## src/rtl/skin_pkg.sv

```systemverilog
// skin_pkg: shared defaults and divider state encoding for the skin centroid block.
package skin_pkg;

    localparam int         DEF_X_W      = 11;
    localparam int         DEF_Y_W      = 11;
    localparam int         DEF_CNT_W    = 22;
    localparam int         DEF_SUM_W    = 33;
    localparam logic [7:0] DEF_MASK_THR = 8'd128;

    typedef enum logic [1:0] {
        DIV_IDLE,
        DIV_RUN,
        DIV_DONE
    } div_state_e;

endpackage

```

## src/rtl/centroid_div.sv

```systemverilog
// centroid_div: restoring divider, one quotient bit per cycle, floor quotient.
// The dividend is shifted out MSB-first while quotient bits shift in at the LSB,
// so one register holds both. Remainder stays below the divisor, so CNT_W bits suffice.
module centroid_div
    import skin_pkg::*;
#(
    parameter int SUM_W = DEF_SUM_W,
    parameter int CNT_W = DEF_CNT_W
)(
    input  logic             clk,
    input  logic             rst_n,
    input  logic             start,
    input  logic [SUM_W-1:0] dividend,
    input  logic [CNT_W-1:0] divisor,
    output logic             busy,
    output logic             done,
    output logic [SUM_W-1:0] quotient
);

    localparam int BW = $clog2(SUM_W);

    div_state_e       r_state, w_next;
    logic [BW-1:0]    r_bit;
    logic [CNT_W-1:0] r_rem;
    logic [CNT_W-1:0] r_dvs;
    logic [SUM_W-1:0] r_q;
    logic [CNT_W:0]   w_sh;
    logic [CNT_W:0]   w_diff;
    logic             w_ge;

    assign w_sh   = {r_rem, r_q[SUM_W-1]};
    assign w_diff = w_sh - {1'b0, r_dvs};
    assign w_ge   = (w_sh >= {1'b0, r_dvs});

    // State register
    always_ff @(posedge clk or negedge rst_n) begin
        if (!rst_n) r_state <= DIV_IDLE;
        else        r_state <= w_next;
    end

    // Next state and status outputs
    always_comb begin
        w_next = r_state;
        busy   = 1'b1;
        done   = 1'b0;
        case (r_state)
            DIV_IDLE: begin
                busy = 1'b0;
                if (start) w_next = DIV_RUN;
            end
            DIV_RUN:  if (r_bit == '0) w_next = DIV_DONE;
            DIV_DONE: begin
                done   = 1'b1;
                w_next = DIV_IDLE;
            end
            default:  w_next = DIV_IDLE;
        endcase
    end

    // Datapath: load operands on start, then one restoring step per RUN cycle
    always_ff @(posedge clk or negedge rst_n) begin
        if (!rst_n) begin
            r_bit <= '0;
            r_rem <= '0;
            r_dvs <= '0;
            r_q   <= '0;
        end else if (r_state == DIV_IDLE && start) begin
            r_bit <= BW'(SUM_W - 1);
            r_rem <= '0;
            r_dvs <= divisor;
            r_q   <= dividend;
        end else if (r_state == DIV_RUN) begin
            r_rem <= w_ge ? w_diff[CNT_W-1:0] : w_sh[CNT_W-1:0];
            r_q   <= {r_q[SUM_W-2:0], w_ge};
            r_bit <= r_bit - BW'(1);
        end
    end

    assign quotient = r_q;

endmodule

```

## src/rtl/skin_centroid.sv

```systemverilog
// skin_centroid: per-frame centroid of mask-set pixels from a VGA-style stream.
// Optional bounding-box outputs are enabled with `define SKIN_CENTROID_BBOX_EN.
module skin_centroid
    import skin_pkg::*;
#(
    parameter int         X_W      = DEF_X_W,
    parameter int         Y_W      = DEF_Y_W,
    parameter int         CNT_W    = DEF_CNT_W,
    parameter int         SUM_W    = DEF_SUM_W,
    parameter logic [7:0] MASK_THR = DEF_MASK_THR
)(
    input  logic             vga_clk,
    input  logic             rst_n,
    input  logic             vga_de,
    input  logic             vga_hs,
    input  logic             vga_vs,
    input  logic [7:0]       mask,
    output logic [X_W-1:0]   cx,
    output logic [Y_W-1:0]   cy,
    output logic [CNT_W-1:0] pix_cnt,
    output logic             empty,
    output logic             res_valid,
    output logic             ovf
`ifdef SKIN_CENTROID_BBOX_EN
    ,
    output logic [X_W-1:0]   bb_xmin,
    output logic [X_W-1:0]   bb_xmax,
    output logic [Y_W-1:0]   bb_ymin,
    output logic [Y_W-1:0]   bb_ymax
`endif
);

    logic             r_de_d, r_vs_d, r_synced, r_go, r_zdone;
    logic [X_W-1:0]   r_x;
    logic [Y_W-1:0]   r_y;
    logic [CNT_W-1:0] r_cnt, r_lcnt;
    logic [SUM_W-1:0] r_sx, r_sy, r_lsx, r_lsy;
    logic [SUM_W-1:0] w_qx, w_qy;
    logic             w_busy_x, w_busy_y, w_done_x, w_done_y;
    logic             w_vs_fall, w_de_fall, w_qual, w_div_busy, w_launch, w_start, w_done;
    logic [CNT_W:0]   w_cnt_add;
    logic [SUM_W:0]   w_sx_add, w_sy_add;
    logic             w_unused;

    assign w_vs_fall  = r_vs_d & ~vga_vs;
    assign w_de_fall  = r_de_d & ~vga_de;
    // A qualifying pixel coincident with the frame boundary is ignored
    assign w_qual     = vga_de & (mask >= MASK_THR) & ~w_vs_fall;
    // Busy covers the launch/zero-result pipeline as well as both dividers
    assign w_div_busy = r_go | r_zdone | w_busy_x | w_busy_y;
    assign w_launch   = w_vs_fall & r_synced & ~w_div_busy;
    assign w_start    = r_go & (r_lcnt != '0);
    assign w_done     = w_done_x & w_done_y;

    assign w_cnt_add = {1'b0, r_cnt} + {{CNT_W{1'b0}}, 1'b1};
    assign w_sx_add  = {1'b0, r_sx} + {{(SUM_W+1-X_W){1'b0}}, r_x};
    assign w_sy_add  = {1'b0, r_sy} + {{(SUM_W+1-Y_W){1'b0}}, r_y};
    assign w_unused  = ^{vga_hs, w_qx[SUM_W-1:X_W], w_qy[SUM_W-1:Y_W]};

    // Delayed de/vs for edge detection
    always_ff @(posedge vga_clk or negedge rst_n) begin
        if (!rst_n) begin
            r_de_d <= 1'b0;
            r_vs_d <= 1'b1;
        end else begin
            r_de_d <= vga_de;
            r_vs_d <= vga_vs;
        end
    end

    // Pixel coordinates recovered from de/vs, saturating
    always_ff @(posedge vga_clk or negedge rst_n) begin
        if (!rst_n) begin
            r_x <= '0;
            r_y <= '0;
        end else if (w_vs_fall) begin
            r_x <= '0;
            r_y <= '0;
        end else if (vga_de) begin
            if (!(&r_x)) r_x <= r_x + X_W'(1);
        end else if (w_de_fall) begin
            r_x <= '0;
            if (!(&r_y)) r_y <= r_y + Y_W'(1);
        end
    end

    // Saturating per-frame accumulators using pre-increment coordinates
    always_ff @(posedge vga_clk or negedge rst_n) begin
        if (!rst_n) begin
            r_cnt <= '0;
            r_sx  <= '0;
            r_sy  <= '0;
        end else if (w_vs_fall) begin
            r_cnt <= '0;
            r_sx  <= '0;
            r_sy  <= '0;
        end else if (w_qual) begin
            r_cnt <= w_cnt_add[CNT_W] ? '1 : w_cnt_add[CNT_W-1:0];
            r_sx  <= w_sx_add[SUM_W]  ? '1 : w_sx_add[SUM_W-1:0];
            r_sy  <= w_sy_add[SUM_W]  ? '1 : w_sy_add[SUM_W-1:0];
        end
    end

    // Frame boundary: sync on first fall, then launch or drop with sticky overflow
    always_ff @(posedge vga_clk or negedge rst_n) begin
        if (!rst_n) begin
            r_synced <= 1'b0;
            r_go     <= 1'b0;
            r_zdone  <= 1'b0;
            r_lcnt   <= '0;
            r_lsx    <= '0;
            r_lsy    <= '0;
            ovf      <= 1'b0;
        end else begin
            r_go    <= w_launch;
            r_zdone <= r_go & (r_lcnt == '0);
            if (w_vs_fall && !r_synced) r_synced <= 1'b1;
            if (w_launch) begin
                r_lcnt <= r_cnt;
                r_lsx  <= r_sx;
                r_lsy  <= r_sy;
            end
            if (w_vs_fall && r_synced && w_div_busy) ovf <= 1'b1;
        end
    end

    centroid_div #(.SUM_W(SUM_W), .CNT_W(CNT_W)) u_div_x (
        .clk(vga_clk), .rst_n(rst_n), .start(w_start), .dividend(r_lsx), .divisor(r_lcnt),
        .busy(w_busy_x), .done(w_done_x), .quotient(w_qx)
    );

    centroid_div #(.SUM_W(SUM_W), .CNT_W(CNT_W)) u_div_y (
        .clk(vga_clk), .rst_n(rst_n), .start(w_start), .dividend(r_lsy), .divisor(r_lcnt),
        .busy(w_busy_y), .done(w_done_y), .quotient(w_qy)
    );

    // Result registers, updated together with the res_valid pulse
    always_ff @(posedge vga_clk or negedge rst_n) begin
        if (!rst_n) begin
            cx        <= '0;
            cy        <= '0;
            pix_cnt   <= '0;
            empty     <= 1'b0;
            res_valid <= 1'b0;
        end else begin
            res_valid <= w_done | r_zdone;
            if (r_zdone) begin
                cx      <= '0;
                cy      <= '0;
                pix_cnt <= '0;
                empty   <= 1'b1;
            end else if (w_done) begin
                cx      <= w_qx[X_W-1:0];
                cy      <= w_qy[Y_W-1:0];
                pix_cnt <= r_lcnt;
                empty   <= 1'b0;
            end
        end
    end

`ifdef SKIN_CENTROID_BBOX_EN
    logic [X_W-1:0] r_bxmin, r_bxmax, r_lbxmin, r_lbxmax;
    logic [Y_W-1:0] r_bymin, r_bymax, r_lbymin, r_lbymax;

    // Bounding-box tracking per frame, latched at launch and published with the result
    always_ff @(posedge vga_clk or negedge rst_n) begin
        if (!rst_n) begin
            r_bxmin <= '1; r_bxmax <= '0; r_bymin <= '1; r_bymax <= '0;
            r_lbxmin <= '0; r_lbxmax <= '0; r_lbymin <= '0; r_lbymax <= '0;
            bb_xmin <= '0; bb_xmax <= '0; bb_ymin <= '0; bb_ymax <= '0;
        end else begin
            if (w_vs_fall) begin
                r_bxmin <= '1; r_bxmax <= '0; r_bymin <= '1; r_bymax <= '0;
            end else if (w_qual) begin
                if (r_x < r_bxmin) r_bxmin <= r_x;
                if (r_x > r_bxmax) r_bxmax <= r_x;
                if (r_y < r_bymin) r_bymin <= r_y;
                if (r_y > r_bymax) r_bymax <= r_y;
            end
            if (w_launch) begin
                r_lbxmin <= r_bxmin; r_lbxmax <= r_bxmax;
                r_lbymin <= r_bymin; r_lbymax <= r_bymax;
            end
            if (r_zdone) begin
                bb_xmin <= '0; bb_xmax <= '0; bb_ymin <= '0; bb_ymax <= '0;
            end else if (w_done) begin
                bb_xmin <= r_lbxmin; bb_xmax <= r_lbxmax;
                bb_ymin <= r_lbymin; bb_ymax <= r_lbymax;
            end
        end
    end
`endif

endmodule

```

## config.mk

```make
export PLATFORM = sky130hd
export DESIGN_NAME = skin_centroid
export DESIGN_NICKNAME = d
export VERILOG_FILES = /design/src/rtl/skin_pkg.sv /design/src/rtl/centroid_div.sv /design/src/rtl/skin_centroid.sv
export SDC_FILE = /design/constraint.sdc
export NUM_CORES = 1
export LEC_CHECK = 0
export ABC_CLOCK_PERIOD_IN_PS = 3290
export CORE_UTILIZATION = 50
export DETAILED_ROUTE_END_ITERATION = 10
export PLACE_DENSITY = 0.64
export SKIP_CTS_REPAIR_TIMING = 1
export SYNTH_ARGS = -nofsm -noshare
export SYNTH_HDL_FRONTEND = slang
export SYNTH_HIERARCHICAL = 1
export SYNTH_SLANG_ARGS = --single-unit
```

## constraint.sdc

```tcl
create_clock -name vga_clk -period 3.29 [get_ports vga_clk]
set_clock_uncertainty 0.1 [all_clocks]
set_input_delay 0.329 -clock vga_clk [delete_from_list [all_inputs] [get_ports vga_clk]]
set_output_delay 0.329 -clock vga_clk [all_outputs]
set_load 0.01 [all_outputs]
```

==> reports/metrics.csv, run 1 <==
metric;value;unit
Layout Utilization;0.576;
slowest cell delay on critical path;0.53;ns
clock root buffer;clkbuf_16;
DRT iter0 DRCs;1301;
gpl congestion;0.864;
Crit. End Element;flop;
min Tclk post-route;2.97;ns
leakage;11.0;nW
First-pass DRT Iterations;5;
setup tns final;0;ns
Reg clk slew, reported paths;0.06;ns
CP max stage cell;nand4_1;
Synth Flop Type;dfrtp_1;
Register Area;10500;um^2
vias in the first global route;16000;
worst path bufs/invs;0;
multi-input logic area;9790;um^2
Setup-failing EPs final;0;
f_max;337;MHz
number of max-cap violations;0;
clk_lat worst skew;0.58;ns
Non-Filler Instances;2861;
Synth Register Bits;420;
Via density;5.71;
Placed Cells;2778;
synthesized cell area;21000;um^2
Post-synth EDFFs;0;
syn nets;2356;
Worst Hold End;r_vs_d$_DFF_PN1_;
Slew headroom;0.326;
io pins;60;
period utilisation layout;0.902;
Seq/Total Area, Yosys;0.500;
Vias;16300;
layout cells sized above 1;0.0786;
Worst R2R Path Depth;7;
largest net degree at the start of global routing;92;
Clock Path Buffers;3;
Die H;207;um
HPWL after DPL;33.0;mm
die area;42900;um^2
H-tree Lvls;2;
clock sinks;420;
first-pass GRT wire length;83.1;mm
Starting Density;0.511;
RSZ-0062 raised after global routing;no;
Reg2Reg Launch Point;r_y[1]$_DFFE_PN0P_;
diode count;0;
antenna-violating nets left;0;
Num CTS Buffers;46;
startpoint types;flop;
most frequent cells in the layout;514 x nand2_1, 419 x dfrtp_1, 146 x o21ai_0, 116 x nor2_1, 100 x a21oi_1;
Netlist cell types;83;
Tightest Hold Check Type;primary input to flop;
nets;2385;
required time of the critical path;3.59;ns
Detailed Route WL;48.9;mm
max-slew violations;0;
Hold Fails Final Rpt;0;
pwr dens;787;nW/um^2
filler instances;3657;
Hold Path Cell Cnt;1;
outcome;finished clean;
synth-to-layout area growth;12.8;%
Tot Pwr;18.7;mW
Crit Path Category;flop to flop;
IO buf count;51;
Mapped Cells;2266;
CP delay by family, top;compound AO/OA/AOI/OAI gates;
initial antenna violation count;0;
leading cell type in the layout, fill and taps excluded;nand2_1;
Remaining DRCs;0;
CTS tree;yes;
Placement Rows;74;
overall routing resource usage;0.233;
Worst-Margin Slew;1.01;ns
fraction of registers with async set/reset;1.00;
reg-to-reg setup timing slack;0.32;ns
critical path, cell by cell;ha_1 -> a211oi_1 -> o21ai_1 -> a2111oi_4 -> nor2_1 -> nand4_1 -> o21ai_0;
R2R Path End;r_sy[23]$_DFFE_PN0P_;
Routed WL per cell;17.1;um
CP Max Fanout;18;
HP Start;vga_vs;
die width;207;um
total core area;41200;um^2
CP Data Arrival Time;3.27;ns
peak supply drop;429;uV
Ys Warns;6;
grt ovf;0;
Avg Inst Size Synth;9.28;um^2
[cells by family after synthesis]
kind of cell    count (synthesis)  share of synthesized area
xor+xnor                       96                     0.0400
buf+inv                       189                     0.0372
flops                         420                      0.500
fa+ha+maj                      77                     0.0472
compound gates                547                      0.172
mux                            22                     0.0105
simple gates                  915                      0.193
[area by class of cell]
cell class,instances,area share
sequential,420,0.443
multi-input combinational,1657,0.413
clock buffer,68,0.0597
timing repair buffer,94,0.0391
tap,532,0.0281
inverter,76,0.0120
clock inverter,14,0.00543
[report_power, final]
part           internal (mW)  total (mW)  switching, mW
combinational           2.70        6.74           4.04
sequential              6.04        6.70          0.664
clock                   3.13        5.22           2.09
[cell usage after synthesis, types with 42 or more instances]
master	n	share of area
o21ai_0	146	0.035
nand3_1	87	0.021
dfrtp_1	419	0.50
a21oi_1	101	0.024
a22o_1	44	0.018
xnor2_1	54	0.022
a22oi_1	64	0.023
nand2_1	514	0.092
inv_1	75	0.013
xor2_1	42	0.017
nor2_1	119	0.021
ha_1	73	0.043
nor3_1	45	0.011
clkbuf_1	88	0.016
[worst max path at each step]
stage	start	to	slack, ns	cells after the start
6_report	r_y[1]$_DFFE_PN0P_	r_sy[23]$_DFFE_PN0P_	0.32	7
5_1_grt	r_y[6]$_DFFE_PN0P_	r_sy[19]$_DFFE_PN0P_	0.08	7
4_1_cts	r_y[1]$_DFFE_PN0P_	r_sy[23]$_DFFE_PN0P_	0.34	7
3_5_place_dp	r_y[1]$_DFFE_PN0P_	r_sy[20]$_DFFE_PN0P_	0.38	7
3_3_place_gp	u_div_x/quotient[32]$_DFFE_PN0P_	u_div_x/r_rem[20]$_DFFE_PN0P_	0.39	12
2_1_floorplan	r_y[0]$_DFFE_PN0P_	r_sy[32]$_DFFE_PN0P_	0.58	9
[state kept, by name, summed over array words and instances, names as in the netlist, 6 cells and up]
register / flops
u_div_x/r_rem: 22
r_sx: 33
u_div_y/r_bit: 6
u_div_x/quotient: 33
u_div_y/r_dvs: 22
r_x: 11
u_div_x/r_bit: 6
cy: 11
pix_cnt: 22
r_y: 11
u_div_y/r_rem: 22
r_lcnt: 22
r_lsx: 33
r_lsy: 33
cx: 11
u_div_y/quotient: 33
r_cnt: 22
r_sy: 33
u_div_x/r_dvs: 22
[routing by layer]
| layer | wire length, um | GRT usage |
|---|---|---|
| met5 | 0 | 0 |
| met2 | 22500 | 0.372 |
| met1 | 23500 | 0.335 |
| met3 | 2060 | 0.0353 |
| met4 | 871 | 0.0571 |
[through the flow]
step / setup slack (ns) / hold WS (ns) / area, um^2
CTS: 0.340 / -0.360 / 23700
finish: 0.324 / 0.167 / 23700
detailed placement: 0.379 / 0.258 / 22200
floorplan: 0.583 / -0.0666 / 21000
global placement: 0.388 / 0.255 / 22200
global route: 0.0776 / 0.160 / 23700
[worst reg2reg max path, stage by stage, from the launching register on]
cell and delay, ns:
dfrtp_1 0.45, ha_1 0.34, a211oi_1 0.27, o21ai_1 0.21, a2111oi_4 0.52, nor2_1 0.17
nand4_1 0.54, o21ai_0 0.21
Power figures use the tool's default switching activity.
==> run 2: changes to the inputs <==
Settings changed: CTS_CLUSTER_SIZE set to 28.
==> results of run 2 <==
Same layout as run 1: the final DEF is identical, and so are final timing and power.
